<file path="src/rtl/ctrl_pkg.sv">
// Purpose : shared widths, reset PC and PC-command priority encodings for Control/addr_sequencer.
// Latency : n/a (definitions only).
// Backpressure: n/a.
package ctrl_pkg;

  localparam int         DEF_ADDR_W      = 8;
  localparam int         DEF_LIT_W       = 32;
  localparam logic [7:0] DEF_RESET_PC    = 8'h00;
  localparam int         DEF_STACK_DEPTH = 4;

  // PC command selected each cycle, in ascending priority.
  localparam int CMD_W = 3;
  typedef logic [CMD_W-1:0] cmd_t;

  localparam cmd_t CMD_NONE = 3'd0;
  localparam cmd_t CMD_INC  = 3'd1;
  localparam cmd_t CMD_JMP  = 3'd2;
  localparam cmd_t CMD_CALL = 3'd3;
  localparam cmd_t CMD_RET  = 3'd4;

endpackage

</file>
<file path="src/rtl/ret_stack.sv">
// Purpose : LIFO of return addresses (DEPTH x ADDR_W); no error handling, parent flags misuse.
// Latency : push/pop take effect at the next rising edge; top/full/empty are combinational on state.
// Backpressure: none; push when full and pop when empty are ignored. pop wins over push.
// Ports   : clk, reset (sync, active-low), push, pop, push_data -> top, full, empty.
module ret_stack
  import ctrl_pkg::*;
#(
  parameter int ADDR_W = DEF_ADDR_W,
  parameter int DEPTH  = DEF_STACK_DEPTH
) (
  input  logic              clk,
  input  logic              reset,
  input  logic              push,
  input  logic              pop,
  input  logic [ADDR_W-1:0] push_data,
  output logic [ADDR_W-1:0] top,
  output logic              full,
  output logic              empty
);

  localparam int PTR_W = $clog2(DEPTH);
  localparam logic [PTR_W:0] CNT_FULL = (PTR_W+1)'(DEPTH);

  logic [ADDR_W-1:0] mem [DEPTH];
  logic [PTR_W:0]    sp;        // number of valid entries
  logic [PTR_W-1:0]  wr_idx;
  logic [PTR_W-1:0]  top_idx;

  assign wr_idx  = sp[PTR_W-1:0];
  assign top_idx = wr_idx - 1'b1;   // wraps when empty; top is don't-care then
  assign top     = mem[top_idx];
  assign full    = (sp == CNT_FULL);
  assign empty   = (sp == '0);

  always_ff @(posedge clk) begin
    if (!reset) begin
      sp <= '0;
      for (int i = 0; i < DEPTH; i++) mem[i] <= '0;
    end else if (pop && !empty) begin
      sp <= sp - 1'b1;
    end else if (push && !full) begin
      mem[wr_idx] <= push_data;
      sp          <= sp + 1'b1;
    end
  end

endmodule

</file>
<file path="src/rtl/addr_sequencer.sv">
// Purpose : PC / MAR / return-stack address generator feeding MemController's Addr_in.
// Latency : one edge from strobe to pc and Addr_in (Addr_in registered from the next-state values).
// Backpressure: increment waits for ready (held in inc_pending); jumps, calls and rets ignore ready.
// Ports   : clk, reset (sync, active-low), increment, addrn, datarn, call, ret, fetch, ready,
//           literal -> Addr_in, pc, inc_pending, stack_err.
module addr_sequencer
  import ctrl_pkg::*;
#(
  parameter int                ADDR_W      = DEF_ADDR_W,
  parameter int                LIT_W       = DEF_LIT_W,
  parameter logic [ADDR_W-1:0] RESET_PC    = ADDR_W'(DEF_RESET_PC),
  parameter int                STACK_DEPTH = DEF_STACK_DEPTH
) (
  input  logic              clk,
  input  logic              reset,
  input  logic              increment,
  input  logic              addrn,
  input  logic              datarn,
  input  logic              call,
  input  logic              ret,
  input  logic              fetch,
  input  logic              ready,
  input  logic [LIT_W-1:0]  literal,
  output logic [ADDR_W-1:0] Addr_in,
  output logic [ADDR_W-1:0] pc,
  output logic              inc_pending,
  output logic              stack_err
);

  logic [ADDR_W-1:0] pc_q, mar_q;
  logic [ADDR_W-1:0] pc_next, mar_next;
  logic              pend_next, err_next;
  logic [ADDR_W-1:0] lit_addr, pc_plus1;
  logic              stk_push, stk_pop, stk_full, stk_empty;
  logic [ADDR_W-1:0] stk_top;
  cmd_t              cmd;

  // Upper literal bits carry opcode/immediate data for other stages.
  logic unused_lit_hi;
  assign unused_lit_hi = ^literal[LIT_W-1:ADDR_W];

  assign lit_addr = literal[ADDR_W-1:0];
  assign pc_plus1 = pc_q + 1'b1;     // natural modulo-2^ADDR_W wrap
  assign pc       = pc_q;

  // Priority: ret > call > addrn > (increment or pending advance).
  always_comb begin
    cmd = CMD_NONE;
    if (ret)                         cmd = CMD_RET;
    else if (call)                   cmd = CMD_CALL;
    else if (addrn)                  cmd = CMD_JMP;
    else if (increment || inc_pending) cmd = CMD_INC;
  end

  always_comb begin
    pc_next   = pc_q;
    mar_next  = mar_q;
    pend_next = inc_pending;
    err_next  = stack_err;
    stk_push  = 1'b0;
    stk_pop   = 1'b0;

    case (cmd)
      CMD_RET: begin
        pend_next = 1'b0;
        if (stk_empty) begin
          err_next = 1'b1;
        end else begin
          pc_next = stk_top;
          stk_pop = 1'b1;
        end
      end
      CMD_CALL: begin
        pend_next = 1'b0;
        if (stk_full) begin
          err_next = 1'b1;
        end else begin
          pc_next  = lit_addr;
          stk_push = 1'b1;
        end
      end
      CMD_JMP: begin
        pend_next = 1'b0;
        pc_next   = lit_addr;
      end
      CMD_INC: begin
        // A new increment on top of a pending one still yields one advance.
        if (ready) begin
          pc_next   = pc_plus1;
          pend_next = 1'b0;
        end else begin
          pend_next = 1'b1;
        end
      end
      default: ;
    endcase

    if (datarn) mar_next = lit_addr;
  end

  always_ff @(posedge clk) begin
    if (!reset) begin
      pc_q        <= RESET_PC;
      mar_q       <= '0;
      Addr_in     <= RESET_PC;
      inc_pending <= 1'b0;
      stack_err   <= 1'b0;
    end else begin
      pc_q        <= pc_next;
      mar_q       <= mar_next;
      Addr_in     <= fetch ? pc_next : mar_next;
      inc_pending <= pend_next;
      stack_err   <= err_next;
    end
  end

  ret_stack #(
    .ADDR_W (ADDR_W),
    .DEPTH  (STACK_DEPTH)
  ) u_ret_stack (
    .clk       (clk),
    .reset     (reset),
    .push      (stk_push),
    .pop       (stk_pop),
    .push_data (pc_plus1),
    .top       (stk_top),
    .full      (stk_full),
    .empty     (stk_empty)
  );

endmodule

</file>
<file path="config.mk">
export PLATFORM = sky130hd
export DESIGN_NAME = addr_sequencer
export DESIGN_NICKNAME = d
export VERILOG_FILES = /design/src/rtl/ctrl_pkg.sv /design/src/rtl/ret_stack.sv /design/src/rtl/addr_sequencer.sv
export SDC_FILE = /design/constraint.sdc
export NUM_CORES = 1
export LEC_CHECK = 0
export CAP_MARGIN = 20
export CELL_PAD_IN_SITES_DETAIL_PLACEMENT = 1
export CELL_PAD_IN_SITES_GLOBAL_PLACEMENT = 1
export CORE_ASPECT_RATIO = 1.2
export CORE_MARGIN = 2
export CORE_UTILIZATION = 46
export CTS_BUF_LIST = sky130_fd_sc_hd__clkbuf_4 sky130_fd_sc_hd__clkbuf_8
export DETAILED_ROUTE_END_ITERATION = 7
export PLACE_DENSITY_LB_ADDON = 0.1
export SLEW_MARGIN = 20
export SYNTH_ARGS = -nofsm -noshare
export SYNTH_HDL_FRONTEND = slang
export SYNTH_HIERARCHICAL = 1
export SYNTH_SLANG_ARGS = --single-unit
</file>
<file path="constraint.sdc">
create_clock -name clk -period 7.8 [get_ports clk]
set_input_delay 1.56 -clock clk [delete_from_list [all_inputs] [get_ports clk]]
set_output_delay 1.56 -clock clk [all_outputs]
set_load 0.005 [all_outputs]
</file>
==> results of run 1 <==
==> metal layers <==
layer / vias up / GRT usage / share of wire
li1: 1231 / - / -
met4: 0 / 0.08718 / 0.019
met3: 15 / 0.03996 / 0.027
met2: 44 / 0.3684 / 0.52
met1: 1259 / 0.2775 / 0.43
met5: - / 0 / 0
==> power groups by stage <==
| stage | clock network, mW | registers [mW] | logic, mW |
|---|---|---|---|
| 2_1_floorplan | 0 | 0.408 | 0.271 |
| 3_3_place_gp | 0 | 0.438 | 0.335 |
| 3_5_place_dp | 0 | 0.442 | 0.347 |
| 4_1_cts | 0.258 | 0.435 | 0.349 |
| 5_1_grt | 0.273 | 0.442 | 0.378 |
| 6_report | 0.252 | 0.434 | 0.344 |
==> worst min path at each step <==
stage / slack [ns] / endpoint / cells after the start / from
after floorplan: 0.46 / mar_q[3] / 2 / mar_q[3]
after global placement: 0.47 / mar_q[2] / 2 / mar_q[2]
after detailed placement: 0.48 / mar_q[4] / 2 / mar_q[4]
after CTS: 0.50 / mar_q[4] / 2 / mar_q[4]
after global routing: 0.52 / mar_q[2] / 2 / mar_q[2]
final: 0.50 / mar_q[0] / 2 / mar_q[0]
==> Yosys cell counts, types with 3 or more instances <==
master / number
a21oi_1: 14
a221oi_1: 3
and2_1: 28
and3_1: 11
buf_2: 9
buf_4: 3
clkbuf_1: 7
dfxtp_1: 29
edfxtp_1: 32
inv_1: 7
mux2_2: 3
mux2i_1: 19
mux4_2: 8
nand2_1: 18
nand2b_1: 3
nand3_1: 8
nand4_1: 6
nor2_1: 22
o211ai_1: 6
o21a_1: 3
o21ai_0: 18
o221ai_1: 4
o22ai_1: 3
o31ai_1: 5
or3_1: 3
xnor2_1: 3
xor2_1: 5
==> worst max-delay path, cell delays in order <==
cell,delay (ns)
clkdlybuf4s50_1,0.63
inv_1,0.25
nor2_1,0.52
o21ai_0,0.22
fa_1,0.44
or3b_1,0.39
and3_1,0.18
o31a_1,0.28
==> cell type report <==
type                            count  share of cell area
Clock buffer                        9             0.03178
Clock inverter                      7             0.01316
Inverter                            9            0.008668
Multi-Input combinational cell    225              0.4270
Sequential cell                    61              0.3955
Tap cell                           90             0.02889
Timing Repair Buffer               38             0.09502
==> logic make-up after synthesis <==
logic type               count (synthesis)
multiplexers                            30
AND/OR/NAND/NOR                        116
adder cells (fa/ha/maj)                  3
XOR/XNOR                                 8
buffers and inverters                   30
AO/OA/AOI/OAI                           68
flip-flops                              61
==> metrics by stage <==
stage	area [sq um]	power (mW)	utilization	setup WS, ns	cells
after global placement	3722	0.7721	0.5208	3.023	423
after global routing	3897	1.093	0.5453	3.365	439
after CTS	3897	1.043	0.5453	3.239	439
final	3897	1.031	0.5453	3.566	439
after floorplan	3356	0.6787	-	4.404	316
after detailed placement	3722	0.7889	0.5208	2.876	423
==> flip-flops by register name, summed over array words and instances (netlist names) <==
| register | count |
|---|---|
| Addr_in | 8 |
| u_ret_stack/sp | 3 |
| mar_q | 8 |
| pc | 8 |
| inc_pending | 1 |
| u_ret_stack/mem | 32 |
| stack_err | 1 |
==> metrics.yaml, run 1 <==
reg2reg_to: "u_ret_stack/sp[2]"
r2r_cells: 9
power_density_nw_per_um2: 264.5
cts-hold-fix-buffers: 0
hold_viol: 0
synth_xor_area_frac: 0.02088
fin_crit_sh: 0.5429
core_area_sq_um: 7147
place_congestion: 0.7566
relSlewSlack: 0.4724
wl_per_cell_microns: 18.56
synthMuxAreaShare: 0.1204
synth_top_area_frac: 0.2864
clockPowerShare: 0.245
ys_seq_elements: 61
start_kind: "input pin"
startpoint: "ret"
hpwl_microns: 6214
synth_warnings: 6
first_pass_iters: 5
period_needed_ns: 4.234
final_nets: 388
switchingPower_uw: 361.7
layout-drive-gt1-share: 0.1318
ioPinCount: 59
die_h_microns: 97.57
fmax_mhz: 236.2
rsz0062_at_grt: "no"
cp.arrival_ns: 4.47
synth.distinct_cells: 51
setup_viol: 0
crit_type: "input pin to flop"
cts_max_path_buffers: 2
cts_resized: 0
antenna_left: 0
synth_ff_type: "edfxtp_1"
drt-initial-drc-count: 81
vias: 2549
wl_microns: 8146
p_leak_nw: 1.441
rr_startpoint: "u_ret_stack/sp[0]"
cts.sinks: 61
seq_area_sq_um: 1541
holdWs_ns: 0.4970
final_common_cell: "clkdlybuf4s50_1"
grt_start_max_net_pins: 30
seq_area_frac_synth: 0.4594
worst_setup_path_end_kind: "flop"
die_x_microns: 81.97
initial_core_util: 0.4695
grt_pass1_wl_microns: 13410
grt-ovfl-total: 0
syn_avg_cell_area_sq_um: 10.62
power.share.switching: 0.3509
post_cts_buffers: 0
clockRootBuffer: "clkbuf_8"
multi_input_area_sq_um: 1664
numCtsBuffers: 9
worstPathRequired_ns: 8.03
comb_power_share: 0.334
cts_tree: "yes"
synth_area_leaders: "edfxtp_1 29%, dfxtp_1 17%, mux2i_1 5.7%"
yosysTopAreaCell: "edfxtp_1"
syn_nets: 360
antenna_found_initial: 0
max_cap_violations: 0
io_buffers: 34
rows: 34
synth_top_family_by_area: "simple AND/OR/NAND/NOR gates"
h-tree-depth: 3
crit_fanout: 11
drc: 0
power_frac_seq: 0.421
synth_compound_area_frac: 0.1361
ir_drop_mv: 0.1422
n_fill_cell: 781
syn_area_sq_um: 3356
fin_tns_setup_ns: 0
die_area_sq_um: 7997
synthSimpleGateAreaFrac: 0.2051
holdCritPathClass: "flop to flop"
critPathCapture: "u_ret_stack/sp[2]"
synthArstFlopShare: 0
clkLatencyLatePin_ns: 0.35
skew_ns: 0.01742
slew_viol_final: 0
synth_edf_count: 32
antennaDiodeCount: 0
r2r_slack_ns: 4.04
p_int_uw: 669.2
grt_util_all_layers: 0.2208
status: "finished, final reports clean"
cts.reportedPaths.clkPinSlew_ns: 0.07
netlist_instances: 316
grt_pass1_vias: 2567
vias_per_cell: 5.806
synth_adder_area_share: 0.01342
syn_to_final_growth_pct: 16.14
worst_slew_pin_slew_ns: 0.7904
final_cell_mix: "34 x clkdlybuf4s50_1, 32 x edfxtp_1, 29 x dfxtp_1, 28 x and2_1, 22 x nor2_1"
(Power assumes the default switching activity.)
==> run 2, diff against run 1 <==
Settings changed: CORE_UTILIZATION 46 to 43.
Clock period 7.8 ns to 4.05 ns, I/O delays scaled along.
==> run 2 against run 1 <==
Against the previous run: non-clock buffer count rose by 5; die area rose by 6.7%; combinational power up 100%; clock power grew to 2.7 times the previous value; global-route usage shrank 1.0 points; register-to-register slack got worse by 3.1 ns; critical path depth grew 1; via count decreased by 0.55%; sequential share of layout area fell by 1.1 points; utilization shrank 1.9 points; critical endpoint is now u_ret_stack/mem[0][3].
==> metrics.yaml, run 2 (synthesized netlist as in run 1, its figures left out) <==
status: "finished, final reports clean"
crit_type: "flop to flop"
numCtsBuffers: 9
cts.reportedPaths.clkPinSlew_ns: 0.08
place_congestion: 0.7691
relSlewSlack: 0.5780
crit_fanout: 16
hold_start: "mar_q[3]"
grt_start_max_net_pins: 19
rows: 35
die_x_microns: 84.65
cts-hold-fix-buffers: 0
grt_util_all_layers: 0.2108
antenna_found_initial: 0
largest-register: "u_ret_stack/mem"
die_area_sq_um: 8530
largest_reg_flops: 32
slew_viol_final: 0
rr_startpoint: "u_ret_stack/sp[0]"
rsz0062_at_grt: "no"
reg2reg_to: "u_ret_stack/mem[0][3]"
ir_drop_mv: 0.2265
drt-initial-drc-count: 76
vias_per_cell: 5.684
antennaDiodeCount: 0
worst_setup_path_end_kind: "flop"
power_density_nw_per_um2: 545.8
grt_pass1_vias: 2646
initial_core_util: 0.4404
holdCritPathClass: "flop to flop"
setup_viol: 0
worstPathRequired_ns: 4.09
ioPinCount: 59
min_to: "mar_q[3]"
io_buffers: 34
antenna_left: 0
fin_crit_sh: 0.7561
hold_viol: 0
r2r_slack_ns: 0.99
wl_microns: 8437
h-tree-depth: 3
grt_pass1_wl_microns: 13870
post_cts_buffers: 0
p_leak_nw: 1.500
r2r_cells: 9
first_pass_iters: 4
fin_tns_setup_ns: 0
cts.sinks: 61
min_path_cells: 2
finalInstanceArea_sq_um: 4010
clockRootBuffer: "clkbuf_8"
cts_max_path_buffers: 2
hpwl_microns: 6078
fmax_mhz: 326.6
skew_ns: 0.01026
start_kind: "flop"
syn_to_final_growth_pct: 19.50
final_nets: 393
final_common_cell: "clkdlybuf4s50_1"
core_area_sq_um: 7620
clkLatencyLatePin_ns: 0.34
period_needed_ns: 3.062
worst_slew_pin_slew_ns: 0.6264
grt-ovfl-total: 0
cts_resized: 0
max_cap_violations: 0
n_fill_cell: 836
wl_per_cell_microns: 18.92
drc: 0
die_h_microns: 100.8
final_cell_mix: "34 x clkdlybuf4s50_1, 32 x edfxtp_1, 29 x dfxtp_1, 28 x and2_1, 22 x nor2_1"
cp.arrival_ns: 3.10
placed_area_sq_um: 3762
cts_tree: "yes"
layout-drive-gt1-share: 0.1441
vias: 2535
==> run 2: metal layers <==
metal,GRT usage,part of all wire,vias up
met5,0,0,-
met4,0.05617,0.010,0
met3,0.04668,0.030,8
met2,0.3792,0.51,38
met1,0.2547,0.45,1249
li1,-,-,1240
==> run 2: worst max path at each step <==
stage | slack [ns] | endpoint | from
after floorplan | 0.81 | u_ret_stack/mem[0][0] | u_ret_stack/sp[0]
final | 0.99 | u_ret_stack/mem[0][3] | u_ret_stack/sp[0]
after CTS | 0.93 | u_ret_stack/mem[0][2] | u_ret_stack/sp[0]
after global routing | 0.68 | u_ret_stack/mem[0][2] | u_ret_stack/sp[0]
after global placement | 0.68 | u_ret_stack/sp[2] | ret
after detailed placement | 0.66 | u_ret_stack/sp[2] | ret
==> run 2: power by group <==
part           total [mW]  switching (mW)  leakage, nW  internal [mW]
clock               0.674           0.262        0.120          0.412
sequential          0.814          0.0783        0.572          0.736
combinational       0.701           0.361        0.808          0.340
total                2.19           0.701         1.50           1.49
==> run 2: area by class of cell <==
type                       instances  area (sq um)  share of cell area
clock buffer                       9         123.9             0.03089
clock inverter                     7         123.9             0.03089
inverter                           9         33.78            0.008424
multi-input combinational        225          1664              0.4150
sequential                        61          1541              0.3844
tap                               92         115.1             0.02871
timing repair buffer              43         407.9              0.1017
==> run 2: critical path: stages (launching register included) <==
cell and delay [ns]:
dfxtp_1 0.31, buf_4 0.25, inv_1 0.13, ha_1 0.35
and2_1 0.36, nor2_1 0.42, a21boi_0 0.29, nand2b_1 0.17
o31ai_1 0.23, buf_4 0.23
==> run 2: metrics by stage <==
stage | hold WS [ns] | worst slack, ns | std cells | power (mW) | util
final | 0.5040 | 0.9880 | 446 | 2.189 | 0.5263
after global routing | 0.5210 | 0.6799 | 446 | 2.315 | 0.5263
after CTS | 0.5013 | 0.9302 | 446 | 2.213 | 0.5263
after detailed placement | 0.4822 | 0.6623 | 430 | 1.535 | 0.4938
after global placement | 0.4674 | 0.6846 | 430 | 1.516 | 0.4938
after floorplan | 0.4555 | 0.8064 | 316 | 1.307 | -
